<file path="config.mk">
export PLATFORM = sky130hd
export DESIGN_NAME = ir_key_scheduler
export DESIGN_NICKNAME = d
export VERILOG_FILES = /design/src/rtl/ir_pkg.sv /design/src/rtl/ir_event_fifo.sv /design/src/rtl/ir_key_scheduler.sv
export SDC_FILE = /design/constraint.sdc
export NUM_CORES = 1
export LEC_CHECK = 0
export ABC_AREA = 1
export ABC_CLOCK_PERIOD_IN_PS = 5800
export CAP_MARGIN = 40
export CORE_ASPECT_RATIO = 0.75
export CORE_MARGIN = 2
export CORE_UTILIZATION = 50
export CTS_BUF_LIST = sky130_fd_sc_hd__clkbuf_8
export CTS_CLUSTER_SIZE = 25
export DETAILED_ROUTE_END_ITERATION = 7
export PLACE_DENSITY_LB_ADDON = 0.15
export SLEW_MARGIN = 20
export SYNTH_ARGS = -nofsm -noshare
export SYNTH_HDL_FRONTEND = slang
export SYNTH_SLANG_ARGS = --single-unit
</file>
<file path="constraint.sdc">
create_clock -name i_CLOCK_POS -period 5.8 [get_ports i_CLOCK_POS]
set_input_delay 0.58 -clock i_CLOCK_POS [delete_from_list [all_inputs] [get_ports i_CLOCK_POS]]
set_output_delay 0.58 -clock i_CLOCK_POS [all_outputs]
set_load 0.03 [all_outputs]
</file>
<file path="src/rtl/ir_pkg.sv">
// Shared types and constants for the NEC IR key scheduler: event encoding,
// FSM state encoding and the byte layout of a received 32-bit frame.
package ir_pkg;

    localparam logic [1:0] EV_PRESS   = 2'b01;
    localparam logic [1:0] EV_REPEAT  = 2'b10;
    localparam logic [1:0] EV_RELEASE = 2'b11;

    // Low bit of each byte field within a frame.
    localparam int ADDR   = 0;
    localparam int ADDR_N = 8;
    localparam int CMD    = 16;
    localparam int CMD_N  = 24;

    localparam int CNT_W = 25;

    typedef enum logic [1:0] {
        ST_IDLE        = 2'd0,
        ST_HELD_DELAY  = 2'd1,
        ST_HELD_REPEAT = 2'd2,
        ST_PRESS_PEND  = 2'd3
    } ir_state_e;

    typedef struct packed {
        logic [1:0] ev_type;
        logic [7:0] code;
    } ir_event_t;

    function automatic logic [7:0] frame_byte(input logic [31:0] frame, input int lo);
        return frame[lo +: 8];
    endfunction

    function automatic ir_event_t make_event(input logic [1:0] ev_type, input logic [7:0] code);
        ir_event_t ev;
        ev.ev_type = ev_type;
        ev.code    = code;
        return ev;
    endfunction

endpackage

</file>
<file path="src/rtl/ir_event_fifo.sv">
// Show-ahead synchronous FIFO; a push into a full FIFO is accepted only when
// a pop happens on the same edge, otherwise it is discarded.
module ir_event_fifo #(
    parameter int DEPTH = 4,
    parameter int WIDTH = 10
) (
    input  logic             i_clk,
    input  logic             i_rst,
    input  logic             i_push,
    input  logic [WIDTH-1:0] i_data,
    input  logic             i_pop,
    output logic [WIDTH-1:0] o_data,
    output logic             o_full,
    output logic             o_empty
);

    localparam int AW = $clog2(DEPTH);

    logic [AW:0]      r_wr_ptr;
    logic [AW:0]      r_rd_ptr;
    logic [WIDTH-1:0] r_mem [DEPTH];
    logic             w_do_push;
    logic             w_do_pop;

    // Pointers carry one extra wrap bit so full and empty are distinguishable.
    assign o_empty   = (r_wr_ptr == r_rd_ptr);
    assign o_full    = (r_wr_ptr[AW] != r_rd_ptr[AW]) &&
                       (r_wr_ptr[AW-1:0] == r_rd_ptr[AW-1:0]);
    assign w_do_pop  = i_pop && !o_empty;
    assign w_do_push = i_push && (!o_full || w_do_pop);
    assign o_data    = r_mem[r_rd_ptr[AW-1:0]];

    always_ff @(posedge i_clk) begin
        if (i_rst) begin
            r_wr_ptr <= '0;
            r_rd_ptr <= '0;
        end else begin
            if (w_do_push) r_wr_ptr <= r_wr_ptr + 1'b1;
            if (w_do_pop)  r_rd_ptr <= r_rd_ptr + 1'b1;
        end
    end

    // NOTE: storage is not reset; empty/valid come from the pointers, so stale
    // contents are never observed and the array can map onto plain RAM.
    always_ff @(posedge i_clk) begin
        if (w_do_push) r_mem[r_wr_ptr[AW-1:0]] <= i_data;
    end

endmodule

</file>
<file path="src/rtl/ir_key_scheduler.sv">
// Converts NEC frames into PRESS / REPEAT / RELEASE key events, tracking hold
// and auto-repeat timing, and queues the events behind a valid/ready port.
module ir_key_scheduler
    import ir_pkg::*;
#(
    parameter logic [7:0] DEVICE_ADDR    = 8'h00,
    parameter bit         ADDR_FILTER_EN = 1'b1,
    parameter int         HOLD_WINDOW    = 6_000_000,
    parameter int         REPEAT_DELAY   = 25_000_000,
    parameter int         REPEAT_PERIOD  = 5_000_000,
    parameter int         FIFO_DEPTH     = 4
) (
    input  logic        i_CLOCK_POS,
    input  logic        i_RESET_POS,
    input  logic        i_FRAME_READY,
    input  logic [31:0] i_FRAME,
    input  logic        i_EVENT_READY,
    input  logic        i_CLEAR_OVF,
    output logic        o_EVENT_VALID,
    output logic [1:0]  o_EVENT_TYPE,
    output logic [7:0]  o_EVENT_CODE,
    output logic        o_KEY_HELD,
    output logic [7:0]  o_HELD_CODE,
    output logic        o_OVERFLOW,
    output logic [7:0]  o_REJECT_COUNT
);

    localparam logic [CNT_W-1:0] WIN_LAST   = CNT_W'(HOLD_WINDOW - 1);
    localparam logic [CNT_W-1:0] DELAY_LAST = CNT_W'(REPEAT_DELAY - 1);
    localparam logic [CNT_W-1:0] PERIOD_LAST = CNT_W'(REPEAT_PERIOD - 1);

    ir_state_e        r_state;
    ir_state_e        w_state_next;
    logic             r_frame_ready_d;
    logic [7:0]       r_held_code;
    logic [7:0]       w_held_next;
    logic [CNT_W-1:0] r_win_cnt;
    logic [CNT_W-1:0] w_win_next;
    logic [CNT_W-1:0] r_rep_cnt;
    logic [CNT_W-1:0] w_rep_next;
    logic [CNT_W-1:0] w_rep_inc;
    logic [CNT_W-1:0] w_rep_last;
    logic             r_overflow;
    logic [7:0]       r_reject_cnt;

    logic             w_strobe;
    logic             w_frame_ok;
    logic             w_accept;
    logic [7:0]       w_cmd;
    logic             w_push;
    ir_event_t        w_push_ev;
    logic             w_pop;
    logic             w_fifo_full;
    logic             w_fifo_empty;
    ir_event_t        w_head;

    assign w_strobe   = i_FRAME_READY && !r_frame_ready_d;
    assign w_cmd      = frame_byte(i_FRAME, CMD);
    assign w_frame_ok = (frame_byte(i_FRAME, ADDR_N) == ~frame_byte(i_FRAME, ADDR)) &&
                        (frame_byte(i_FRAME, CMD_N)  == ~w_cmd) &&
                        (!ADDR_FILTER_EN || frame_byte(i_FRAME, ADDR) == DEVICE_ADDR);
    assign w_accept   = w_strobe && w_frame_ok;

    assign w_rep_inc  = (&r_rep_cnt) ? r_rep_cnt : r_rep_cnt + 1'b1;
    assign w_rep_last = (r_state == ST_HELD_DELAY) ? DELAY_LAST : PERIOD_LAST;

    // NOTE: every signal driven here gets a default first, so no path leaves
    // one unassigned and no latch is inferred.
    always_comb begin
        w_state_next = r_state;
        w_held_next  = r_held_code;
        w_win_next   = r_win_cnt;
        w_rep_next   = r_rep_cnt;
        w_push       = 1'b0;
        w_push_ev    = make_event(EV_PRESS, r_held_code);

        unique case (r_state)
            ST_IDLE: begin
                w_win_next = '0;
                w_rep_next = '0;
                if (w_accept) begin
                    w_push       = 1'b1;
                    w_push_ev    = make_event(EV_PRESS, w_cmd);
                    w_held_next  = w_cmd;
                    w_state_next = ST_HELD_DELAY;
                end
            end
            ST_HELD_DELAY, ST_HELD_REPEAT: begin
                w_win_next = r_win_cnt + 1'b1;
                w_rep_next = w_rep_inc;
                // Strobe outranks expiry and repeat; a starved repeat fires on
                // the next cycle because the compare is >=.
                if (w_accept) begin
                    if (w_cmd == r_held_code) begin
                        w_win_next = '0;
                    end else begin
                        w_push       = 1'b1;
                        w_push_ev    = make_event(EV_RELEASE, r_held_code);
                        w_held_next  = w_cmd;
                        w_state_next = ST_PRESS_PEND;
                    end
                end else if (r_win_cnt == WIN_LAST) begin
                    w_push       = 1'b1;
                    w_push_ev    = make_event(EV_RELEASE, r_held_code);
                    w_state_next = ST_IDLE;
                end else if (r_rep_cnt >= w_rep_last) begin
                    w_push       = 1'b1;
                    w_push_ev    = make_event(EV_REPEAT, r_held_code);
                    w_rep_next   = '0;
                    w_state_next = ST_HELD_REPEAT;
                end
            end
            ST_PRESS_PEND: begin
                w_push       = 1'b1;
                w_push_ev    = make_event(EV_PRESS, r_held_code);
                w_win_next   = '0;
                w_rep_next   = '0;
                w_state_next = ST_HELD_DELAY;
            end
            default: w_state_next = ST_IDLE;
        endcase
    end

    // NOTE: state is updated with non-blocking assignments so every register
    // samples the pre-edge values computed above.
    always_ff @(posedge i_CLOCK_POS) begin
        if (i_RESET_POS) begin
            r_state         <= ST_IDLE;
            r_frame_ready_d <= 1'b0;
            r_held_code     <= '0;
            r_win_cnt       <= '0;
            r_rep_cnt       <= '0;
        end else begin
            r_state         <= w_state_next;
            r_frame_ready_d <= i_FRAME_READY;
            r_held_code     <= w_held_next;
            r_win_cnt       <= w_win_next;
            r_rep_cnt       <= w_rep_next;
        end
    end

    always_ff @(posedge i_CLOCK_POS) begin
        if (i_RESET_POS) begin
            r_overflow   <= 1'b0;
            r_reject_cnt <= '0;
        end else begin
            if (w_push && w_fifo_full && !w_pop) r_overflow <= 1'b1;
            else if (i_CLEAR_OVF)                r_overflow <= 1'b0;

            if (w_strobe && !w_frame_ok && r_reject_cnt != 8'hFF)
                r_reject_cnt <= r_reject_cnt + 1'b1;
        end
    end

    assign w_pop = !w_fifo_empty && i_EVENT_READY;

    ir_event_fifo #(
        .DEPTH (FIFO_DEPTH),
        .WIDTH ($bits(ir_event_t))
    ) u_fifo (
        .i_clk   (i_CLOCK_POS),
        .i_rst   (i_RESET_POS),
        .i_push  (w_push),
        .i_data  (w_push_ev),
        .i_pop   (w_pop),
        .o_data  (w_head),
        .o_full  (w_fifo_full),
        .o_empty (w_fifo_empty)
    );

    // Head fields are masked while empty so the port reads zero after reset.
    assign o_EVENT_VALID  = !w_fifo_empty;
    assign o_EVENT_TYPE   = w_fifo_empty ? 2'b00 : w_head.ev_type;
    assign o_EVENT_CODE   = w_fifo_empty ? 8'h00 : w_head.code;
    assign o_KEY_HELD     = (r_state == ST_HELD_DELAY) || (r_state == ST_HELD_REPEAT);
    assign o_HELD_CODE    = r_held_code;
    assign o_OVERFLOW     = r_overflow;
    assign o_REJECT_COUNT = r_reject_cnt;

endmodule

</file>
==> results.md <==
- First-pass GRT wire length: 24300 um
- RSZ-0062 raised after global routing: no
- Starting density of the core: 0.511
- Synth Area in Compound Gates: 0.105
- Cell Int Power: 1330 uW
- CTS buffer count: 17
- Vias: 5589
- Sequential share of power: 0.478
- Syn_area_per_cell: 7.79 sq um
- Hold path cells: 1
- Finished Cell Area: 7830 sq um
- Reg-to-Reg End: u_fifo.r_mem[3][8]$_DFFE_PP_
- Vias in the first global route: 4984
- Outcome: complete, no violations
- Max clock buf depth: 2
- Ports: 66
- Post-DP Area: 7430 sq um
- Maximum clock rate: 0.300 GHz
- Rel. slew slack: 0.450
- PD cells: 234 nW/um^2
- Endpoint class of the critical path: output pin
- Sw Ratio: 0.272
- Final Cycle Share: 0.575
- Postcts setup bufs: 0
- Syn Nets: 903
- R2r startpoint: r_state[1]$_SDFFE_PP0P_
- CTS sink cnt: 118
- Peak VDD IR: 0.136 mV
- DR pass1 iterations: 4
- Clock share of power: 0.392
- Post-CTS Resized: 0
- Sequential share of the synthesized area: 0.416
- WL/cell: 13.1 um
- Post-DP HPWL: 10900 um
- Startpoint types: register
- GRT Overall Usage: 0.217
- Worst Path Required: 5.22 ns
- Die area: 14200 sq um
- Setup violations, final: 0
- Max-cap violations: 0
- Main synth FF type: dfxtp_1
- Static leakage: 0.00298 uW
- Vias/cell: 5.04
- Hold_buf cts: 0
- Post-Synth Adder-Cell Area: 0.0264
- Worst R2R Path Depth: 14
- Core Area: 13000 sq um
- Yosys warning total: 0
- CTS tree: done
- XOR/XNOR Fraction of Synth Area: 0.0515
- Total grt overflow: 0
- Setup TNS: 0 ns
- # DRC: 0
- Initial antenna violation count: 0
- Clock-pin slew on the worst setup and hold paths: 0.07 ns
- Number of port buffers: 65
- Site row count: 36
- Largest family of logic cells by synthesized area: simple AND/OR/NAND/NOR gates
- DRT iter0 DRCs: 401
- Synthesized flop and latch total: 118
- CP Class: reg -> out
- Crit path DAT: 2.75 ns
- Max-slew violation count: 0
- Post-synth EDFFs: 40
- CP max FO: 21
- Setup Skew: 0.0102 ns
- Die width: 137 um
- Post-layout min period: 3.33 ns
- Yosys cell types: 50
- Worst reg2reg setup slack: 2.65 ns
- Cell Area, Synth: 6640 sq um
- Psw: 498 uW
- Worst-Skew Late Latency: 0.44 ns
- Hold Slack: 0.456 ns
- Clk root buf: clkbuf_8
- Post-synth ARST share: 0
- Finished Core Util: 0.603
- RD Place Congestion: 0.856
- Area grow syn2layout: 17.9%
- Antenna Nets Post-Route: 0
- Nets: 975
- Hold Vio Cnt, Final: 0
- FILL cells: 1225
- # H-tree levels: 4
- Hold WC Path Type: reg -> reg
- Ant diodes: 0
- Share of cells above drive strength 1: 0.124
- Mux contribution to synthesized area: 0
- Die H: 104 um
- Cells after Synth: 852
- Drt total wl: 14600 um
- Pin count of the biggest net entering global routing: 24
- Simple-gate area share of the yosys netlist: 0.319
- Logic pwr share: 0.130
- Setup crit end: o_EVENT_CODE[1]
- Worst Tran Pin Value: 0.818 ns
[cells in the mapped netlist, drive strengths merged (3+ instances only)]
| cell | n | area [sq um] |
|---|---|---|
| a211oi | 10 | 115 |
| a21oi | 41 | 224 |
| buf | 6 | 48.8 |
| clkbuf | 11 | 42.5 |
| dfxtp | 78 | 1560 |
| edfxtp | 40 | 1200 |
| ha | 14 | 175 |
| inv | 114 | 433 |
| nand2 | 179 | 722 |
| nand3 | 42 | 253 |
| nand4 | 18 | 131 |
| nor2 | 156 | 669 |
| nor3 | 18 | 128 |
| nor3b | 9 | 77.6 |
| nor4 | 11 | 105 |
| o21a | 3 | 22.5 |
| o21ai | 39 | 195 |
| o32ai | 10 | 87.6 |
| xnor2 | 18 | 158 |
| xor2 | 21 | 184 |
[area by class of cell]
cell class	instances	area (sq um)	area share
sequential	118	2760	0.353
multi-input combinational	601	3330	0.426
timing repair buffer	70	692	0.0884
clock buffer	17	234	0.0299
clock inverter	15	141	0.0181
tap	171	214	0.0273
inverter	116	450	0.0576
[critical path, stage by stage, from the launching register on]
cell and delay [ns]:
dfxtp_1 0.73, inv_1 0.47, nor2_1 0.27, o32ai_1 0.12, nand2_1 0.08, inv_1 0.05, clkdlybuf4s50_1 0.58
[cell usage in the layout, fill, tap and decap left out, types with 3 or more instances in the layout]
cell,n
clkdlybuf4s50_1,65
inv_2,10
o21ai_0,39
clkinv_4,5
nor3_2,3
nand3_1,35
nand2_2,14
nor3_1,13
a21oi_1,38
nand2_1,163
nor2_4,4
a211oi_2,8
nor3b_1,7
nor2_2,15
clkinv_2,4
o21a_1,3
xnor2_1,18
edfxtp_1,40
nand3_2,6
ha_1,14
o32ai_1,10
nand4_1,15
nor4_1,8
nand4_2,3
inv_1,104
dfxtp_1,78
buf_4,4
clkbuf_8,17
nor2_1,136
xor2_1,21
[kinds of logic (layout without fill, tap and decap cells)]
group,count (synthesis),count (layout)
buf+inv,133,218
compound gates,110,110
simple gates,438,438
xor+xnor,39,39
flops,118,118
fa+ha+maj,14,14
[layer usage]
layer  vias to the layer above  track usage  wire (um)
met1                      2513        0.330       7700
li1                       2934            -          -
met5                         -            0          0
met4                         0       0.0611        127
met2                       129        0.295       5970
met3                        13       0.0627        771
[registers in the layout, summed over array words and instances (netlist names), named ones only]
name and flops:
r_state 2, o_HELD_CODE 8, r_frame_ready_d 1, o_OVERFLOW 1
u_fifo.r_mem 40, r_rep_cnt 25, o_REJECT_COUNT 8, u_fifo.r_wr_ptr 3
u_fifo.r_rd_ptr 3, r_win_cnt 25
[per-stage QoR]
step / power, uW / setup slack (ns) / cells
floorplan: 1040 / 3.15 / 852
global placement: 1130 / 2.36 / 1072
detailed placement: 1130 / 2.37 / 1074
CTS: 1850 / 2.43 / 1106
global route: 1910 / 2.19 / 1108
finish: 1830 / 2.47 / 1108
[power groups by stage]
stage	sequential, uW	combinational, uW	clock (uW)
6_report	875	238	718
5_1_grt	877	265	770
4_1_cts	875	238	734
3_5_place_dp	894	237	0
3_3_place_gp	894	235	0
2_1_floorplan	889	152	0
[how the worst min path moves through the flow]
stage,startpoint,to,slack (ns)
global placement,r_win_cnt[0]$_SDFF_PP0_,r_win_cnt[0]$_SDFF_PP0_,0.43
global route,r_win_cnt[0]$_SDFF_PP0_,r_win_cnt[0]$_SDFF_PP0_,0.49
CTS,r_win_cnt[0]$_SDFF_PP0_,r_win_cnt[0]$_SDFF_PP0_,0.46
detailed placement,r_win_cnt[0]$_SDFF_PP0_,r_win_cnt[0]$_SDFF_PP0_,0.44
finish,r_win_cnt[0]$_SDFF_PP0_,r_win_cnt[0]$_SDFF_PP0_,0.46
floorplan,r_win_cnt[0]$_SDFF_PP0_,r_win_cnt[0]$_SDFF_PP0_,0.42
Note: power is estimated with default switching activity, not from simulation.
